[src/rtl/serial_sub_pkg.sv]
// Shared types for the bit-serial subtractor: FSM state encoding
// and the default operand width.
package serial_sub_pkg;

  localparam logic [1:0] ST_IDLE  = 2'd0;
  localparam logic [1:0] ST_SHIFT = 2'd1;
  localparam logic [1:0] ST_DONE  = 2'd2;

  typedef enum logic [1:0] {
    IDLE  = ST_IDLE,
    SHIFT = ST_SHIFT,
    DONE  = ST_DONE
  } state_t;

  localparam int DEFAULT_WIDTH = 8;

endpackage

[src/rtl/full_subtractor.sv]
// One-bit full subtractor: diff = A - B - Bin, borrow out of the bit.
// Ports: A, B, Bin in; diff, borrow out.
module full_subtractor (
  input  logic A,
  input  logic B,
  input  logic Bin,
  output logic diff,
  output logic borrow
);

  assign diff   = A ^ B ^ Bin;
  assign borrow = (~A & B) | (~(A ^ B) & Bin);

endmodule

[src/rtl/serial_subtractor.sv]
// Bit-serial WIDTH-bit subtractor, diff = a - b, LSB first, one bit/clock.
// Ports: clk, rst_n, start, a, b in; busy, done, diff, borrow_out out;
// overflow out only when SERIAL_SUB_OVERFLOW_EN is defined.
module serial_subtractor
  import serial_sub_pkg::*;
#(
  parameter int WIDTH = DEFAULT_WIDTH
) (
  input  logic             clk,
  input  logic             rst_n,
  input  logic             start,
  input  logic [WIDTH-1:0] a,
  input  logic [WIDTH-1:0] b,
  output logic             busy,
  output logic             done,
  output logic [WIDTH-1:0] diff,
  output logic             borrow_out
`ifdef SERIAL_SUB_OVERFLOW_EN
  ,
  output logic             overflow
`endif
);

  localparam int CW = $clog2(WIDTH);
  localparam logic [CW-1:0] LAST = CW'(WIDTH - 1);

  state_t r_state;
  state_t w_next;

  logic [WIDTH-1:0] r_a_sr;
  logic [WIDTH-1:0] r_b_sr;
  logic [WIDTH-1:0] r_r_sr;
  logic [WIDTH-1:0] r_diff;
  logic [WIDTH-1:0] w_res;
  logic [CW-1:0]    r_cnt;
  logic             r_brw;
  logic             r_bout;
  logic             w_d;
  logic             w_bo;
  logic             w_load;
  logic             w_last;

  full_subtractor u_fs (
    .A      (r_a_sr[0]),
    .B      (r_b_sr[0]),
    .Bin    (r_brw),
    .diff   (w_d),
    .borrow (w_bo)
  );

  assign w_load = start && (r_state != SHIFT);
  assign w_last = (r_state == SHIFT) && (r_cnt == LAST);
  assign w_res  = {w_d, r_r_sr[WIDTH-1:1]};

  always_ff @(posedge clk or negedge rst_n) begin
    if (!rst_n) r_state <= IDLE;
    else        r_state <= w_next;
  end

  always_comb begin
    w_next = r_state;
    unique case (r_state)
      IDLE:    if (start) w_next = SHIFT;
      SHIFT:   if (r_cnt == LAST) w_next = DONE;
      DONE:    w_next = start ? SHIFT : IDLE;
      default: w_next = IDLE;
    endcase
  end

  always_ff @(posedge clk or negedge rst_n) begin
    if (!rst_n) begin
      r_a_sr <= '0;
      r_b_sr <= '0;
      r_r_sr <= '0;
      r_brw  <= 1'b0;
      r_cnt  <= '0;
      r_diff <= '0;
      r_bout <= 1'b0;
    end else if (w_load) begin
      r_a_sr <= a;
      r_b_sr <= b;
      r_r_sr <= '0;
      r_brw  <= 1'b0;
      r_cnt  <= '0;
    end else if (r_state == SHIFT) begin
      r_a_sr <= r_a_sr >> 1;
      r_b_sr <= r_b_sr >> 1;
      r_r_sr <= w_res;
      r_brw  <= w_bo;
      // wrap to 0 on the last bit so cnt stays within 0..WIDTH-1
      r_cnt  <= w_last ? '0 : r_cnt + 1'b1;
      if (w_last) begin
        r_diff <= w_res;
        r_bout <= w_bo;
      end
    end
  end

`ifdef SERIAL_SUB_OVERFLOW_EN
  // operand MSBs are shifted out, so keep copies for the overflow term
  logic r_a_msb;
  logic r_b_msb;
  logic r_ovf;

  always_ff @(posedge clk or negedge rst_n) begin
    if (!rst_n) begin
      r_a_msb <= 1'b0;
      r_b_msb <= 1'b0;
      r_ovf   <= 1'b0;
    end else if (w_load) begin
      r_a_msb <= a[WIDTH-1];
      r_b_msb <= b[WIDTH-1];
    end else if (w_last) begin
      r_ovf <= (r_a_msb != r_b_msb) && (w_d != r_a_msb);
    end
  end

  assign overflow = r_ovf;
`endif

  assign busy       = (r_state == SHIFT);
  assign done       = (r_state == DONE);
  assign diff       = r_diff;
  assign borrow_out = r_bout;

endmodule
[config.mk]
export PLATFORM = sky130hd
export DESIGN_NAME = serial_subtractor
export DESIGN_NICKNAME = d
export VERILOG_FILES = /design/src/rtl/serial_sub_pkg.sv /design/src/rtl/full_subtractor.sv /design/src/rtl/serial_subtractor.sv
export SDC_FILE = /design/constraint.sdc
export NUM_CORES = 1
export LEC_CHECK = 0
export BUFFER_PORTS_ARGS = -buffer_cell sky130_fd_sc_hd__buf_2
export CORE_AREA = 2 2 64 66
export DETAILED_ROUTE_END_ITERATION = 8
export DIE_AREA = 0 0 66 68
export GPL_TIMING_DRIVEN = 0
export MAX_ROUTING_LAYER = met4
export PLACE_DENSITY = 0.71
export SLEW_MARGIN = 30
export SYNTH_ARGS = -nofsm -noshare
export SYNTH_HDL_FRONTEND = slang
export SYNTH_SLANG_ARGS = --single-unit
[constraint.sdc]
create_clock -name clk -period 1.55 [get_ports clk]
set_input_delay 0.2325 -clock clk [delete_from_list [all_inputs] [get_ports clk]]
set_output_delay 0.2325 -clock clk [all_outputs]
set_load 0.05 [all_outputs]
==> results.tsv, run 1 <==
stage	metric	value	unit
sta	slew at the pin closest to its max-slew limit	0.821	ns
clock_tree	CTS tree	done	
worst_setup_path	CP arrival	1.69	ns
worst_setup_path	Worst Setup Start Kind	flip-flop	
worst_setup_path	RR Endpoint	diff[4]	
worst_setup_path	R2R cell count	5	
sta	fin crit share	97.1	%
clock_tree	TritonCTS Buffers	5	
power_and_ir_drop	Peak VDD IR	1.18	mV
routing	Routed Antenna Nets	0	
die	FP Rows	23	
worst_setup_path	Worst R2R Setup Slack	0.05	ns
die	Die Y	68	µm
sta	RSZ-0062 raised after global routing	no	
cells_and_area	synth-to-layout area growth	22.6	%
routing	WL/cell	14.8	µm
routing	drt initial violations	26	
synth	Yosys Warn Count	0	
worst_setup_path	Critical Path End Type	flip-flop	
global_routing	largest net degree at the start of global routing	39	
global_routing	GRT Total Usage	16.3	%
global_routing	global-route wire length before repair	5.13	mm
routing	Post-Route WL	3.19	mm
cells_and_area	share of layout cells above drive strength 1	60.8	%
clock_tree	CTS sink count	38	
routing	Initial DRT Pass Iterations	2	
die	die extent in x	66	µm
clock_tree	Clock Latency Late Sink	0.30	ns
global_routing	antenna violations before repair	0	
cells_and_area	# diodes	0	
sta	Slew HR	45.3	%
clock_tree	CTS Root Buffer Type	clkbuf_8	
worst_setup_path	Max FO, Critical Path	5	
worst_setup_path	reg-to-reg critical path startpoint	r_cnt[0]	
global_routing	vias in the first global route	1052	
sta	Final setup viols	0	
sta	Final Worst Setup Slack	0.0450	ns
die	I/O Pins	30	
synth	Net Count, Synth	144	
run_status	status	finished, final reports clean	
synth	Mapped Area	1850	µm²
clock_tree	clock slew at reported path FFs	0.08	ns
synth	average size of a mapped cell	15.2	µm²
worst_hold_path	Hold Crit Class	primary input to asynchronous set/reset pin	
worst_setup_path	WS Path Type	flip-flop to flip-flop	
routing	Vias/cell	4.98	
clock_tree	hold_buf cts	0	
synth	Mapped Cells	122	
placement	GP Congestion	0.729	
worst_setup_path	crit path to	diff[4]	
placement	Port Buffers	28	
placement	DP HPWL	2.12	mm
routing	Post-route DRC	0	
worst_setup_path	CP startpoint	r_cnt[0]	
placement	placed cell area	2060	µm²
sta	Slew Limit Fails	0	
clock_tree	H-tree depth	2	
worst_setup_path	WP data required	1.73	ns
synth	Seq/Total Area, Yosys	51.3	%
sta	timing-limited maximum frequency	664	MHz
power_and_ir_drop	leakage power figure	1.13	nW
sta	Setup Skew	0.00575	ns
routing	vias	1076	
synth	post-synthesis register bit count	38	
placement	pre-CTS WS	-0.126	ns
die	initial core utilization	48.1	%
die	Core ar.	3860	µm²
die	die area	4490	µm²
clock_tree	Max clock buf depth	2	
sta	minimum clock period	1.50	ns
power_and_ir_drop	power per cell area	2160	nW/µm²
power_and_ir_drop	Design Power	4.90	mW
run	Max Cap Viol	0	
sta	final hold vios	0	
synth	synth unique cells	19	
global_routing	total global routing overflow	0	
cells_and_area	design area	2270	µm²
cells_and_area	Total Nets Final	187	
[worst min-delay path by stage]
stage / start / end / slack, ns / depth (start not counted)
final: rst_n / diff[5] / 0.03 / 1
after global routing: rst_n / diff[5] / 0.09 / 1
after CTS: rst_n / diff[5] / 0.05 / 1
after detailed placement: rst_n / diff[7] / 0.38 / 1
after global placement: rst_n / r_state[0] / 0.37 / 1
after floorplan: rst_n / borrow_out / -0.06 / 0
[area by class of cell]
class                      count  area (µm²)
fill                         330        1590
clock inverter                 3        45.0
sequential                    38         952
multi-input combinational     71         820
inverter                       6        22.5
tap                           50        62.6
clock buffer                   5        68.8
timing repair buffer          37         221
buffer                         6        78.8
[report_power, final]
group	leakage, nW	switching (mW)	internal (mW)	total [mW]
combinational	0.607	1.10	1.25	2.34
sequential	0.472	0.272	1.44	1.72
clock	0.0504	0.365	0.478	0.844
[kinds of logic (layout without fill, tap and decap cells)]
kind of cell	count (synthesis)	count (layout)	synth area share, %
multiplexers	48	48	33.8
AO/OA/AOI/OAI	3	3	1.28
buffers and inverters	13	57	5.27
adder cells (fa/ha/maj)	3	3	2.43
flip-flops	38	38	51.3
AND/OR/NAND/NOR	17	17	5.94
[layer usage]
metal	part of all wire, %	track usage [%]	wire, µm	up-vias
met3	5.9	6.09	187	12
li1	-	-	-	505
met2	48	24.7	1540	33
met1	43	19.7	1370	526
met4	3.1	6.89	100	0
met5	0	-	0	-
[flip-flops by register name, summed over array words and instances, names as in the netlist]
| register | count |
|---|---|
| r_brw | 1 |
| r_state | 2 |
| r_r_sr | 7 |
| r_a_sr | 8 |
| borrow_out | 1 |
| diff | 8 |
| r_cnt | 3 |
| r_b_sr | 8 |
[Yosys cell counts]
cell,count,area share (%)
inv_1,6,1.2
fa_1,1,1.1
nand3b_1,1,0.41
buf_12,1,1.1
mux2_2,20,12
mux2i_1,4,2.2
nor4b_1,1,0.47
buf_6,4,2.4
nor4bb_1,1,0.54
nor2_1,2,0.41
a31o_2,2,0.95
mux2_4,24,19
and2b_1,1,0.41
dfrtp_1,38,51
nand2b_1,3,1.0
ha_1,2,1.4
buf_2,2,0.54
nor2b_1,8,2.7
o22ai_1,1,0.34
[stage by stage]
stage | hold slack [ns] | cells | TNS (ns) | utilization, %
2_1_floorplan | -0.0631 | 122 | 0 | -
3_3_place_gp | 0.370 | 200 | -0.485 | 53.3
3_5_place_dp | 0.380 | 200 | -0.888 | 53.3
4_1_cts | 0.0507 | 210 | 0 | 57.1
5_1_grt | 0.0883 | 216 | 0 | 58.9
6_report | 0.0303 | 216 | 0 | 58.9
[repair_timing]
| action | CTS | global route |
|---|---|---|
| gates cloned | 0 | 1 |
| gates resized for setup | 8 | 6 |
| setup endpoints to repair | 9 | 9 |
| buffers inserted | 3 | 5 |
| pin swaps | 0 | 1 |
[placed cells by master, fill, tap and decap left out, drive strengths merged]
master,netlist,layout
dfrtp,38,38
fa,1,1
nor4bb,1,1
clkinvlp,0,2
and2b,1,1
o22ai,1,1
nor2,2,2
nor4b,1,1
nand2b,3,3
clkbuf,0,5
a31o,2,2
buf,7,43
nand3b,1,1
mux2,44,44
bufinv,0,1
inv,6,6
mux2i,4,4
ha,2,2
nor2b,8,8
[critical path: stages, from the launching register on]
cell	delay [ns]
dfrtp_1	0.39
ha_2	0.20
ha_4	0.17
nand3b_1	0.16
buf_6	0.14
mux2_2	0.33
Power figures use the tool's default switching activity.
==> run 2: changes to the inputs <==
--- a/config.mk
+++ b/config.mk
@@ -11,8 +11,10 @@
 export DIE_AREA = 0 0 66 68
 export GPL_TIMING_DRIVEN = 0
 export MAX_ROUTING_LAYER = met4
-export PLACE_DENSITY = 0.71
+export PLACE_DENSITY = 0.69
+export SETUP_SLACK_MARGIN = 0.3
 export SLEW_MARGIN = 30
 export SYNTH_ARGS = -nofsm -noshare
 export SYNTH_HDL_FRONTEND = slang
+export SYNTH_HIERARCHICAL = 1
 export SYNTH_SLANG_ARGS = --single-unit
==> constraint.sdc (replaced) <==
create_clock -name clk -period 1.9 [get_ports clk]
set_input_delay 0.285 -clock clk [delete_from_list [all_inputs] [get_ports clk]]
set_output_delay 0.285 -clock clk [all_outputs]
set_load 0.05 [all_outputs]
==> results.tsv, run 2 <==
stage	metric	value	unit	change
clock_tree	CTS sink count	38		unchanged
sta	Setup Skew	0.00483	ns	-0.000924 ns
worst_setup_path	Worst Setup Start Kind	flip-flop		
synth	synth cell count leaders	dfrtp_1, mux2_2, mux2_4, nor2b_1, inv_1		
worst_setup_path	RR Endpoint	diff[0]		
cells_and_area	design area	2230	µm²	-1.8%
synth	most common cell in the synthesized netlist	dfrtp_1		
synth	post-synthesis xor/xnor area fraction	0	%	unchanged
routing	vias	1060		-1.5%
power_and_ir_drop	leakage power figure	1.15	nW	+1.6%
sta	worst hold slack	0.0979	ns	+0.0676 ns
global_routing	global-route wire length before repair	5.13	mm	+0.14%
routing	Vias/cell	4.95		-0.57%
sta	fin crit share	82.4	%	
cells_and_area	synth-to-layout area growth	20.1	%	
die	die extent in x	66	µm	unchanged
synth	top_reg_cell synth	dfrtp_1		
global_routing	GRT Total Usage	16.3	%	about the same
cells_and_area	share of layout cells above drive strength 1	60.4	%	-0.48 points
synth	Net Count, Synth	144		unchanged
synth	synth unique cells	21		+2
routing	Initial DRT Pass Iterations	4		+2
worst_setup_path	WP data required	1.62	ns	-0.11 ns
routing	drt initial violations	41		+58%
sta	total negative slack	0	ns	unchanged
clock_tree	Max clock buf depth	2		unchanged
die	die area	4490	µm²	unchanged
worst_setup_path	crit-path leading delay family	buffers and inverters		
sta	final hold vios	0		unchanged
die	FP Rows	23		unchanged
worst_setup_path	R2R cell count	5		unchanged
routing	Routed Antenna Nets	0		unchanged
die	initial core utilization	48.2	%	+0.097 points
placement	placed cell area	2060	µm²	+0.18%
placement	Port Buffers	28		unchanged
synth	Yosys Warn Count	6		+6
synth	Mapped Cells	122		unchanged
placement	Placed Instances	200		unchanged
clock_tree	Clock Latency Late Sink	0.29	ns	about the same
sta	Final setup viols	0		unchanged
run_status	status	finished, final reports clean		
cells_and_area	most frequent cells in the layout	dfrtp_1, buf_2, mux2_4, mux2_2, nor2b_1		
power_and_ir_drop	power per cell area	1660	nW/µm²	-23%
worst_setup_path	reg-to-reg critical path startpoint	r_cnt[0]		
worst_setup_path	most used cell, CP	buf_8		
worst_hold_path	Hold Crit Class	primary input to asynchronous set/reset pin		
clock_tree	CTS Root Buffer Type	clkbuf_8		
sta	slew at the pin closest to its max-slew limit	0.843	ns	+0.0222 ns
synth	Synth area leader	dfrtp_1		
clock_tree	clock slew at reported path FFs	0.07	ns	about the same
synth	Synth Area in Adders	2.43	%	-0.0049 points
power_and_ir_drop	Design Power	3.71	mW	-24%
synth	post-synth top area share	51.2	%	-0.10 points
sta	Final Worst Setup Slack	0.334	ns	+0.289 ns
cells_and_area	most common cell after layout, fill and taps aside	dfrtp_1		
cells_and_area	Total Nets Final	185		-1.1%
worst_setup_path	Worst R2R Setup Slack	0.38	ns	+0.33 ns
die	Die Y	68	µm	unchanged
worst_setup_path	crit path cell chain	nand2b_4, buf_6, buf_8, inv_4, buf_8		
global_routing	total global routing overflow	0		unchanged
sta	timing-limited maximum frequency	639	MHz	
worst_setup_path	Max FO, Critical Path	10		+5
worst_setup_path	WS Path Type	flip-flop to primary output		
cells_and_area	# diodes	0		unchanged
synth	mux share of post-synthesis cell area	33.6	%	-0.14 points
global_routing	vias in the first global route	1112		+5.7%
synth	largest family of logic cells by synthesized area	multiplexers		
run	Max Cap Viol	0		unchanged
worst_setup_path	CP arrival	1.28	ns	-0.41 ns
worst_setup_path	Critical-path top delay cell	dfrtp_1		
die	Core ar.	3860	µm²	unchanged
synth	Mapped Area	1860	µm²	+0.20%
worst_setup_path	CP startpoint	r_state[1]		
synth	average size of a mapped cell	15.2	µm²	+0.20%
placement	DP HPWL	2.13	mm	+0.58%
die	I/O Pins	30		unchanged
worst_setup_path	crit path buf inv count	4		+3
sta	minimum clock period	1.57	ns	
clock_tree	TritonCTS Buffers	5		unchanged
sta	Slew Limit Fails	0		unchanged
global_routing	antenna violations before repair	0		unchanged
synth	post-synthesis register bit count	38		unchanged
placement	pre-CTS WS	0.265	ns	+0.390 ns
synth	Async S/R FF share, synth	100	%	unchanged
synth	Post-synth EDFFs	0		unchanged
worst_setup_path	Critical Path End Type	primary output		
clock_tree	CTS tree	done		
sta	Slew HR	43.8	%	-1.5 points
power_and_ir_drop	Peak VDD IR	0.741	mV	-37%
synth	compound-cell area share of the yosys netlist	1.28	%	-0.0026 points
cells_and_area	Layout Utilization	57.9	%	-1.0 points
routing	WL/cell	14.6	µm	-1.4%
clock_tree	H-tree depth	2		unchanged
worst_setup_path	critical path's largest stage delay	0.39	ns	about the same
placement	GP Congestion	0.690		-5.4%
synth	simple-gate share of the synthesized area	6.00	%	+0.055 points
synth	top cells by area, synth	dfrtp_1, mux2_4, mux2_2, nor2b_1, buf_6		
cells_and_area	Non-Filler Instances	214		-0.93%
sta	RSZ-0062 raised after global routing	yes		
routing	Post-route DRC	0		unchanged
synth	Seq/Total Area, Yosys	51.2	%	-0.10 points
routing	Post-Route WL	3.12	mm	-2.3%
global_routing	largest net degree at the start of global routing	39		unchanged
-- run 2: cell types whose count changed after synthesis --
cell,change
buf_8,+1
mux2i_1,-2
nor2b_1,+1
buf_6,-1
or2b_1,+1
mux2_4,-1
mux2_2,+3
nand2b_1,-2
-- run 2: area by class of cell --
type / count / area (µm²)
fillers: 326 / 1630
flip-flops and latches: 38 / 951
multi-input cells: 71 / 815
repair buffers: 34 / 198
plain buffers: 7 / 88.8
clock buffers: 7 / 86.3
well taps: 50 / 62.6
inverters: 6 / 25.0
clock inverters: 1 / 5.00
-- run 2: worst max-delay path by stage --
stage	endpoint	slack (ns)	cells past startpoint
3_3_place_gp	borrow_out	0.30	5
6_report	busy	0.33	5
2_1_floorplan	borrow_out	0.39	5
3_5_place_dp	diff[7]	0.26	5
4_1_cts	busy	0.26	5
5_1_grt	busy	0.29	5
-- run 2: kinds of logic (layout without fill, tap and decap cells) --
family | count (synthesis) | after routing
buf+inv | 13 | 55
fa+ha+maj | 3 | 3
compound gates | 3 | 3
simple gates | 17 | 17
flops | 38 | 38
mux | 48 | 48
-- run 2: timing repair --
action                                  4_1_cts  5_1_grt
cloned                                        0        1
setup buffers                                 2        3
endpoints found under the setup margin       10       10
hold endpoints to repair                      0        0
gates resized for setup                       4        9
hold buffers                                  0        0
-- run 2: per-layer routing --
layer | global-route usage [%] | part of all wire (%) | vias to the layer above
met3 | 3.62 | 5.3 | 5
met5 | - | 0 | -
met4 | 9.95 | 2.1 | 0
met2 | 25.9 | 50 | 27
met1 | 19.0 | 42 | 527
li1 | - | - | 501
-- run 2: power by group --
group	internal, mW	switching (mW)
sequential	1.16	0.194
combinational	0.963	0.819
clock	0.293	0.277
==> run 3: changes to the inputs <==
--- a/config.mk
+++ b/config.mk
@@ -11,7 +11,7 @@
 export DIE_AREA = 0 0 66 68
 export GPL_TIMING_DRIVEN = 0
 export MAX_ROUTING_LAYER = met4
-export PLACE_DENSITY = 0.69
+export PLACE_DENSITY = 0.72
 export SETUP_SLACK_MARGIN = 0.3
 export SLEW_MARGIN = 30
 export SYNTH_ARGS = -nofsm -noshare
==> constraint.sdc (replaced) <==
create_clock -name clk -period 1.4 [get_ports clk]
set_input_delay 0.21 -clock clk [delete_from_list [all_inputs] [get_ports clk]]
set_output_delay 0.21 -clock clk [all_outputs]
set_load 0.05 [all_outputs]
==> results.tsv, run 3 (synthesis results as in run 2) <==
stage	metric	value	unit	change
run_status	status	complete, but fails checks		
run_status	failing checks	setup timing		
routing	WL/cell	16.1	µm	+11%
sta	fin crit share	107	%	
power_and_ir_drop	Internal Power	3.99	mW	+65%
cells_and_area	# diodes	0		unchanged
worst_setup_path	Critical Path End Type	flip-flop		
power_and_ir_drop	Sw Ratio	33.5	%	-1.3 points
die	I/O Pins	30		unchanged
worst_setup_path	WP data required	1.57	ns	-0.05 ns
die	initial core utilization	48.2	%	unchanged
routing	vias	1140		+7.5%
cells_and_area	share of layout cells above drive strength 1	67.4	%	+7.0 points
clock_tree	CTS sink count	38		unchanged
clock_tree	Clock Latency Late Sink	0.29	ns	about the same
run	Max Cap Viol	0		unchanged
power_and_ir_drop	leakage power figure	1.28	nW	+12%
sta	timing-limited maximum frequency	668	MHz	
routing	Routed Antenna Nets	0		unchanged
worst_setup_path	crit-path leading delay family	flip-flops		
power_and_ir_drop	Sw Pwr	2.01	mW	+56%
cells_and_area	most frequent cells in the layout	dfrtp_1, mux2_4, buf_2, mux2_2, buf_6		
sta	Setup Skew	0.00495	ns	+0.000124 ns
clock_tree	CTS tree	done		
clock_tree	clock slew at reported path FFs	0.07	ns	about the same
worst_setup_path	crit path cell chain	ha_2, ha_4, nand3b_1, buf_6, mux2_2		
power_and_ir_drop	power per cell area	2350	nW/µm²	+41%
worst_setup_path	Critical-path top delay cell	dfrtp_1		
global_routing	vias in the first global route	1120		+0.72%
power_and_ir_drop	Gate power share	55.6	%	+7.5 points
global_routing	global-route wire length before repair	5.45	mm	+6.2%
cells_and_area	most common cell after layout, fill and taps aside	dfrtp_1		
clock_tree	CTS Root Buffer Type	clkbuf_8		
placement	DP HPWL	2.08	mm	-2.1%
clock_tree	H-tree depth	2		unchanged
worst_setup_path	Max FO, Critical Path	5		-5
worst_setup_path	critical path's largest stage delay	0.42	ns	+0.03 ns
routing	Post-Route WL	3.67	mm	+18%
cells_and_area	Total Nets Final	199		+7.6%
sta	Slew Limit Fails	0		unchanged
routing	Vias/cell	5.00		+0.94%
power_and_ir_drop	Peak VDD IR	1.07	mV	+44%
routing	Initial DRT Pass Iterations	2		-2
worst_setup_path	Worst Setup Start Kind	flip-flop		
clock_tree	Max clock buf depth	2		unchanged
cells_and_area	synth-to-layout area growth	37.6	%	
clock_tree	TritonCTS Buffers	5		unchanged
placement	Port Buffers	28		unchanged
worst_hold_path	Hold Crit Class	primary input to asynchronous set/reset pin		
sta	RSZ-0062 raised after global routing	yes		
power_and_ir_drop	clock share of power	12.9	%	-2.5 points
worst_setup_path	CP arrival	1.67	ns	+0.39 ns
die	Core ar.	3860	µm²	unchanged
die	die area	4490	µm²	unchanged
die	die extent in x	66	µm	unchanged
die	FP Rows	23		unchanged
sta	total negative slack	-1.19	ns	-1.19 ns
power_and_ir_drop	Sequential Power Share	31.5	%	-5.1 points
sta	Final setup viols	28		+28
routing	Post-route DRC	0		unchanged
sta	Final Worst Setup Slack	-0.0965	ns	-0.431 ns
clock_tree	hold_buf cts	0		unchanged
global_routing	GRT Total Usage	17.4	%	+1.2 points
worst_setup_path	WS Path Type	flip-flop to flip-flop		
worst_setup_path	crit path buf inv count	1		-3
routing	drt initial violations	25		-39%
placement	GP Congestion	0.673		-2.5%
sta	slew at the pin closest to its max-slew limit	0.851	ns	+0.00742 ns
global_routing	antenna violations before repair	0		unchanged
placement	pre-CTS WS	-0.0586	ns	-0.323 ns
global_routing	largest net degree at the start of global routing	39		unchanged
sta	Slew HR	43.3	%	-0.50 points
sta	final hold vios	0		unchanged
die	Die Y	68	µm	unchanged
sta	minimum clock period	1.50	ns	
global_routing	total global routing overflow	0		unchanged
worst_setup_path	Worst R2R Setup Slack	-0.1	ns	-0.48 ns
## run 3: timing repair
item                       CTS  global route
gates resized for setup     18            32
cloned                       0             3
setup buffers                8             9
pin swaps                    0             2
setup endpoints to repair   49            42
## run 3: layer usage
| metal | GRT usage [%] | share of wire [%] | vias up |
|---|---|---|---|
| met1 | 21.6 | 44 | 566 |
| met2 | 26.5 | 50 | 28 |
| met3 | 2.96 | 3.4 | 12 |
| met4 | 11.7 | 2.8 | 0 |
| li1 | - | - | 534 |
| met5 | - | 0 | - |
## run 3: through the flow
| stage | instances | instance area [µm²] | power (mW) | hold slack [ns] | utilization [%] |
|---|---|---|---|---|---|
| 2_1_floorplan | 122 | 1890 | 3.76 | -0.0856 | - |
| 3_3_place_gp | 200 | 2090 | 4.11 | 0.350 | 54.2 |
| 3_5_place_dp | 200 | 2090 | 4.21 | 0.367 | 54.2 |
| 4_1_cts | 216 | 2300 | 5.33 | 0.0445 | 59.7 |
| 5_1_grt | 228 | 2550 | 6.33 | 0.0856 | 66.3 |
| 6_report | 228 | 2550 | 6.00 | 0.0266 | 66.3 |
## run 3: worst paths after layout
check | cells after the start | to | from
min | 1 | diff[1] | rst_n
max in group asynchronous | 1 | r_b_sr[3] | rst_n
max reg2reg | 5 | borrow_out | r_cnt[0]
min in group clk | 3 | r_b_sr[7] | b[7]
max | 5 | borrow_out | r_cnt[0]
min reg2reg | 1 | borrow_out | borrow_out
## run 3: final cells by class
cell class	instances	area, µm²
plain buffers	7	98.8
multi-input cells	71	883
fillers	292	1300
inverters	6	26.3
repair buffers	48	442
clock buffers	7	86.3
flip-flops and latches	38	951
clock inverters	1	5.00
well taps	50	62.6
## run 3: power by group through the flow
stage	registers [mW]	logic, mW	clock network, mW
CTS	1.87	2.67	0.795
floorplan	2.20	1.57	0
global placement	1.86	2.26	0
finish	1.89	3.34	0.775
detailed placement	1.89	2.33	0
global route	1.95	3.54	0.842
## run 3: worst reg2reg max path, delay by kind of cell (launching register included)
kind	cells	cell delay (ns)
buf+inv	1	0.15
flops	1	0.42
mux	1	0.33
fa+ha+maj	2	0.35
simple gates	1	0.14
